--- config.mk ---
export PLATFORM = sky130hd
export DESIGN_NAME = banco_registros_issue
export DESIGN_NICKNAME = d
export VERILOG_FILES = /design/src/rtl/banco_registros_issue_pkg.sv /design/src/rtl/banco_registros_issue_regfile_2r1w.sv /design/src/rtl/banco_registros_issue.sv
export SDC_FILE = /design/constraint.sdc
export NUM_CORES = 2
export LEC_CHECK = 0
export ABC_AREA = 1
export BUFFER_PORTS_ARGS = -buffer_cell sky130_fd_sc_hd__buf_4
export CAP_MARGIN = 20
export CELL_PAD_IN_SITES_DETAIL_PLACEMENT = 1
export CELL_PAD_IN_SITES_GLOBAL_PLACEMENT = 2
export CORE_UTILIZATION = 36
export DETAILED_ROUTE_END_ITERATION = 8
export PLACE_DENSITY = 0.92
export SKIP_LAST_GASP = 1
export SLEW_MARGIN = 20
export SYNTH_ARGS = -nofsm -noshare
export SYNTH_HDL_FRONTEND = slang
export SYNTH_SLANG_ARGS = --single-unit
export TNS_END_PERCENT = 20
--- constraint.sdc ---
create_clock -name clk -period 1.85 [get_ports clk]
set_input_delay 0.185 -clock clk [delete_from_list [all_inputs] [get_ports clk]]
set_output_delay 0.185 -clock clk [all_outputs]
set_load 0.01 [all_outputs]
--- src/rtl/banco_registros_issue_pkg.sv ---
// ----------------------------------------------------------------------------
// banco_registros_issue_pkg
// Shared definitions for decode, the register-bank issue stage and the ALU:
// default widths and the ALU opcode encoding.
// ----------------------------------------------------------------------------
package banco_registros_issue_pkg;

   localparam int DEF_DATA_W = 32;
   localparam int DEF_ADDR_W = 5;
   localparam int DEF_OP_W   = 4;

   localparam logic [DEF_OP_W-1:0] OP_ADD = 4'b0000;
   localparam logic [DEF_OP_W-1:0] OP_SUB = 4'b0001;
   localparam logic [DEF_OP_W-1:0] OP_AND = 4'b0010;
   localparam logic [DEF_OP_W-1:0] OP_MUL = 4'b0011;

   typedef enum logic {
      ST_EMPTY = 1'b0,
      ST_FULL  = 1'b1
   } issue_state_e;

endpackage : banco_registros_issue_pkg

--- src/rtl/banco_registros_issue_regfile_2r1w.sv ---
// ----------------------------------------------------------------------------
// banco_registros_issue_regfile_2r1w
// Architectural register file: 2 combinational read ports, 1 synchronous
// write port. Entry 0 is hardwired to zero (writes to it are dropped).
// Ports:
//   clk, rst_n            clock, async active-low reset (clears all entries)
//   raddr_a_i/rdata_a_o   read port A
//   raddr_b_i/rdata_b_o   read port B
//   we_i, waddr_i, wdata_i write port
// ----------------------------------------------------------------------------
module banco_registros_issue_regfile_2r1w
   import banco_registros_issue_pkg::*;
#(
   parameter int DATA_W = DEF_DATA_W,
   parameter int ADDR_W = DEF_ADDR_W
) (
   input  logic              clk,
   input  logic              rst_n,
   input  logic [ADDR_W-1:0] raddr_a_i,
   output logic [DATA_W-1:0] rdata_a_o,
   input  logic [ADDR_W-1:0] raddr_b_i,
   output logic [DATA_W-1:0] rdata_b_o,
   input  logic              we_i,
   input  logic [ADDR_W-1:0] waddr_i,
   input  logic [DATA_W-1:0] wdata_i
);

   localparam int NREG = 1 << ADDR_W;

   logic [DATA_W-1:0] mem_q [NREG];

   always_ff @(posedge clk or negedge rst_n) begin
      if (!rst_n) begin
         for (int i = 0; i < NREG; i++) begin
            mem_q[i] <= '0;
         end
      end else if (we_i && (waddr_i != '0)) begin
         mem_q[waddr_i] <= wdata_i;
      end
   end

   assign rdata_a_o = (raddr_a_i == '0) ? '0 : mem_q[raddr_a_i];
   assign rdata_b_o = (raddr_b_i == '0) ? '0 : mem_q[raddr_b_i];

endmodule : banco_registros_issue_regfile_2r1w

--- src/rtl/banco_registros_issue.sv ---
// ----------------------------------------------------------------------------
// banco_registros_issue
// Register-bank issue stage feeding the ALU. Reads both source operands of a
// decoded instruction and presents them, with opcode and destination, in a
// registered valid/ready output stage. ALU results return via the write-back
// port, which is never stalled.
// Ports:
//   clk, rst_n                      clock, async active-low reset
//   in_valid/in_ready, in_rs1/in_rs2/in_rd/in_op   decoded instruction input
//   out_valid/out_ready, out_a/out_b/out_op/out_rd operand output to the ALU
//   wb_en, wb_rd, wb_data           write-back from the ALU
// Build option:
//   REGFILE_BYPASS_EN  defined: write-back on the accept edge is forwarded
//                      into the captured operand (write-first).
//                      undefined: the pre-write bank value is captured.
//
// state    | meaning
// ST_EMPTY | no operands held, out_valid = 0
// ST_FULL  | operands held for the ALU, out_valid = 1
// ----------------------------------------------------------------------------
module banco_registros_issue
   import banco_registros_issue_pkg::*;
#(
   parameter int DATA_W = DEF_DATA_W,
   parameter int ADDR_W = DEF_ADDR_W,
   parameter int OP_W   = DEF_OP_W
) (
   input  logic              clk,
   input  logic              rst_n,
   input  logic              in_valid,
   output logic              in_ready,
   input  logic [ADDR_W-1:0] in_rs1,
   input  logic [ADDR_W-1:0] in_rs2,
   input  logic [ADDR_W-1:0] in_rd,
   input  logic [OP_W-1:0]   in_op,
   output logic              out_valid,
   input  logic              out_ready,
   output logic [DATA_W-1:0] out_a,
   output logic [DATA_W-1:0] out_b,
   output logic [OP_W-1:0]   out_op,
   output logic [ADDR_W-1:0] out_rd,
   input  logic              wb_en,
   input  logic [ADDR_W-1:0] wb_rd,
   input  logic [DATA_W-1:0] wb_data
);

   issue_state_e      state_q;
   logic [DATA_W-1:0] a_q, b_q;
   logic [OP_W-1:0]   op_q;
   logic [ADDR_W-1:0] rd_q;
   logic [DATA_W-1:0] rdata_a, rdata_b;
   logic [DATA_W-1:0] a_d, b_d;
   logic              accept;

   banco_registros_issue_regfile_2r1w #(
      .DATA_W (DATA_W),
      .ADDR_W (ADDR_W)
   ) u_regfile (
      .clk       (clk),
      .rst_n     (rst_n),
      .raddr_a_i (in_rs1),
      .rdata_a_o (rdata_a),
      .raddr_b_i (in_rs2),
      .rdata_b_o (rdata_b),
      .we_i      (wb_en),
      .waddr_i   (wb_rd),
      .wdata_i   (wb_data)
   );

`ifdef REGFILE_BYPASS_EN
   // x0 is excluded so a write-back aimed at x0 can never leak into an operand.
   assign a_d = (wb_en && (wb_rd != '0) && (wb_rd == in_rs1)) ? wb_data : rdata_a;
   assign b_d = (wb_en && (wb_rd != '0) && (wb_rd == in_rs2)) ? wb_data : rdata_b;
`else
   assign a_d = rdata_a;
   assign b_d = rdata_b;
`endif

   assign out_valid = (state_q == ST_FULL);
   assign in_ready  = !out_valid || out_ready;
   assign accept    = in_valid && in_ready;

   always_ff @(posedge clk or negedge rst_n) begin
      if (!rst_n) begin
         state_q <= ST_EMPTY;
         a_q     <= '0;
         b_q     <= '0;
         op_q    <= '0;
         rd_q    <= '0;
      end else begin
         case (state_q)
            ST_EMPTY: begin
               if (accept) begin
                  state_q <= ST_FULL;
                  a_q     <= a_d;
                  b_q     <= b_d;
                  op_q    <= in_op;
                  rd_q    <= in_rd;
               end
            end
            ST_FULL: begin
               // accept here implies out_ready, so this is a back-to-back reload
               if (accept) begin
                  a_q  <= a_d;
                  b_q  <= b_d;
                  op_q <= in_op;
                  rd_q <= in_rd;
               end else if (out_ready) begin
                  state_q <= ST_EMPTY;
               end
            end
            default: state_q <= ST_EMPTY;
         endcase
      end
   end

   assign out_a  = a_q;
   assign out_b  = b_q;
   assign out_op = op_q;
   assign out_rd = rd_q;

endmodule : banco_registros_issue
==> results summary <==
The final-layout setup total negative slack is 0 ns. The number of buffers added by the clock tree synthesis step came out at roughly 130. The count of pins over their slew limit is 0. The number of nets in the synthesized netlist came out at 8665. The number of cells on the worst reg-to-reg path is 8. The clock tree from TritonCTS is yes. After detailed routing, the average wire length per cell comes to approximately 25 um.

The utilization of the core after routing came out at 0.433. The remaining global-route overflow is 0. Sorting the synthesized cells by area gives the leading types as sky130_fd_sc_hd__dfrtp_1 (47%), sky130_fd_sc_hd__nand2_1 (25%), sky130_fd_sc_hd__nand3_1 (8.8%). The final number of hold-violating endpoints is 0. The maximum achievable frequency came out at approximately 570 MHz. The first global-routing pass estimated 405000 um of wire. The number of instances in the synthesized netlist came out at around 8600. Leaving out fill and tap cells, the most frequent cells in the layout are sky130_fd_sc_hd__nand2_1 (3897), sky130_fd_sc_hd__dfrtp_1 (1098), sky130_fd_sc_hd__nand3_1 (1038), sky130_fd_sc_hd__o21ai_0 (796), sky130_fd_sc_hd__a21oi_1 (508). Of the cells placed in the final design, the portion with a size suffix greater than 1 is 0.0933.

The number of synthesized register bits came out at about 1100. In this run the remaining antenna-violating nets after routing total 0. The tightest min-delay check is of the input port to register type. The area taken by flip-flops and latches is 27500 um2.

The signal arrival time at the worst endpoint is approximately 2.4 ns. The most numerous cell type found on the critical path is sky130_fd_sc_hd__nand2_1. After synthesis the cells add up to roughly 60000 um2. The transition time at the pin with the least slew margin is between 0.8 and 0.9 ns.

The worst-path maximum fanout is 11. The placement row count is around 150. On the final layout, the worst clock skew is between 0.02 and 0.03 ns. Buffers placed on the I/O ports in this run total between 100 and 150.

The overall die height came out at a little over 400 um. In the final layout, the multi-input gates occupy around 28000 um2. In this run, distinct cell masters in the synthesized netlist total 20. The number of buffers on the longest clock path came out at 3. STA classifies the critical path endpoint as a register. For this run, the slowest stage of the critical path takes 0.57 ns. The post-placement cell area is ~65000 um2. The count of vias placed by the detailed router is 63000. The detail-routed via count per cell came out at around 5.8. The worst slew margin relative to its limit came out at 0.427. The root cell of the clock tree is sky130_fd_sc_hd__clkbuf_16. The number of clock sinks is between 1000 and 1500. The routed wire length is 268000 um. The worst setup path is of the input port to register kind. The global-route usage over all layers came out at 0.323. The count of endpoints failing setup in the final report is 0. The deepest level of the CTS H-tree is 4. The proportion of synthesized chip area in sequential cells came out at 0.467. The final weighted congestion in routability-driven placement came out at ~0.85. The final clock period utilization by the worst path is 0.941.

The critical path required time came out at about 2.5 ns. The max-capacitance violation count is 0. The effective utilization at floorplan is 0.362. The count of yosys warnings during synthesis came out at 0. The I/O pin total came out at ~140. The clock transition time at the flip-flop clock pins of the worst setup and hold paths is roughly 0.06 ns. After floorplanning, the core was sized to cover between 150000 and 200000 um2. The growth of design area from synthesis to finish is 19.4%. The worst IR drop on VDD is approximately 0.9 mV.

For the worst-skew pair, the clock arrives at the later sink with an insertion delay of between 0.7 and 0.8 ns. The die footprint is about 170000 um2. The number of inserted filler cells in the final layout came out at a little over 20000. In this run the static leakage power is about 34 nW. The number of antenna violations at the first check in global routing is 3. For this run, the number of standard cells in the final layout without fillers is roughly 11000. The total power draw is ~75 mW.

The total non-filler cell area in the finished layout is approximately 70000 um2. The run finished with clean final reports. After the first detailed-routing iteration, the DRC count stood at 6399. The minimum clock period after layout came out at 1.74 ns. The power per cell area came out at 1060 nW/um2. The total half-perimeter wirelength after legalization and detailed placement came out at between 150000 and 200000 um. The number of instances in the placed design is between 10000 and 15000. Entering global routing, the biggest net connects 74 pins. STA classifies the critical path startpoint as an input port.

The number of global-route vias before repair is about 64000. The synthesized area divided by synthesized cell count is between 6 and 7 um2. The number of remaining DRC errors is 0. Setup repair after global routing left no endpoint under its margin. The pre-antenna-repair detailed-routing pass consisted of 5 iterations. The die is 406 um wide. The share of synthesized area in the top cell type comes to 0.467. The library cell used most frequently in the layout, excluding fill and tap cells, is sky130_fd_sc_hd__nand2_1. The library cell occupying the most area in the post-synthesis netlist is sky130_fd_sc_hd__dfrtp_1.

The slowest library cell on the worst path is sky130_fd_sc_hd__dlygate4sd3_1. The number of cells on the worst hold path is 6. The signal on the critical path passes through dlygate4sd3_1 -> buf_8 -> inv_4 -> nand2_4 -> buf_16 -> buf_4 -> a21oi_1 -> nor2_1 -> nand2_1 -> nand2_1 -> nand2_1 -> nand3_1 -> nand2_1. The number of nets in the layout came out at just under 9000.
routing by layer:
metal	track usage	vias to the layer above	part of all wire
met5	0	-	0.000048
li1	-	27700	-
met2	0.515	2723	0.46
met3	0.0450	706	0.075
met1	0.437	31900	0.42
met4	0.137	2	0.046
power breakdown:
part           switching [mW]  internal, mW  total, mW  leakage, nW
combinational            9.48          5.80       15.3         17.7
clock                    11.0          16.1       27.0         2.20
sequential               3.97          28.6       32.5         14.0
synth_stat cells:
master and number:
sky130_fd_sc_hd__a21oi_1 508, sky130_fd_sc_hd__buf_1 63, sky130_fd_sc_hd__buf_2 114, sky130_fd_sc_hd__clkbuf_1 570, sky130_fd_sc_hd__clkinv_1 2, sky130_fd_sc_hd__dfrtp_1 1098
sky130_fd_sc_hd__inv_1 72, sky130_fd_sc_hd__inv_2 14, sky130_fd_sc_hd__nand2_1 3924, sky130_fd_sc_hd__nand3_1 1038, sky130_fd_sc_hd__nand3b_1 2, sky130_fd_sc_hd__nand4_1 2
sky130_fd_sc_hd__nor2_1 321, sky130_fd_sc_hd__nor2_2 6, sky130_fd_sc_hd__nor2_4 1, sky130_fd_sc_hd__nor3_1 8, sky130_fd_sc_hd__nor3_2 2, sky130_fd_sc_hd__nor4_4 1
sky130_fd_sc_hd__o21ai_0 796, sky130_fd_sc_hd__o21ai_1 62
area by class of cell:
cell class	count	share of cell area
clock buffer	192	0.0558
timing repair buffer	594	0.101
antenna	6	0.000214
inverter	88	0.00509
multi-input combinational	6671	0.402
tap	2175	0.0387
clock inverter	43	0.00694
sequential	1098	0.391
registers in the layout, indices dropped and copies added, names as in the netlist:
signal / cells
u_regfile.mem_q: 1024
out_a: 32
out_b: 32
out_rd: 5
out_op: 4
out_valid: 1
critical path, delay by kind of cell:
family | cells | cell delay (ns)
buffers and inverters | 5 | 1.32
and+or+nand+nor | 7 | 0.81
AOI/OAI and AO/OA | 1 | 0.08
metrics by stage:
step | setup slack, ns | hold slack (ns)
finish | 0.109 | 0.0453
global route | 0.0349 | 0.0866
CTS | 0.0411 | 0.00559
detailed placement | 0.000138 | 0.0979
floorplan | 0.229 | -0.111
global placement | 0.0231 | 0.102
logic make-up after synthesis:
family,after synthesis,share of synthesized area
DFF,1098,0.467
and+or+nand+nor,5305,0.362
buffers and inverters,835,0.0557
AOI/OAI and AO/OA,1366,0.116
timing repair:
action	4_1_cts	5_1_grt
hold buffers	54	0
gates resized for setup	0	2
buffers inserted	0	3
hold endpoints to repair	1940	0
setup endpoints to repair	0	1
worst paths after layout:
path / from / end / slack [ns]
worst min register to register: u_regfile.mem_q[1021] / u_regfile.mem_q[1021] / 0.40
worst min-delay path: wb_en / u_regfile.mem_q[405] / 0.05
max in group asynchronous: rst_n / out_a[29] / 0.48
min in group asynchronous: rst_n / u_regfile.mem_q[409] / 0.09
worst max register to register: out_valid / out_b[21] / 0.14
worst max-delay path: in_rs2[2] / out_b[22] / 0.11
Note: power is estimated with default switching activity, not from simulation.
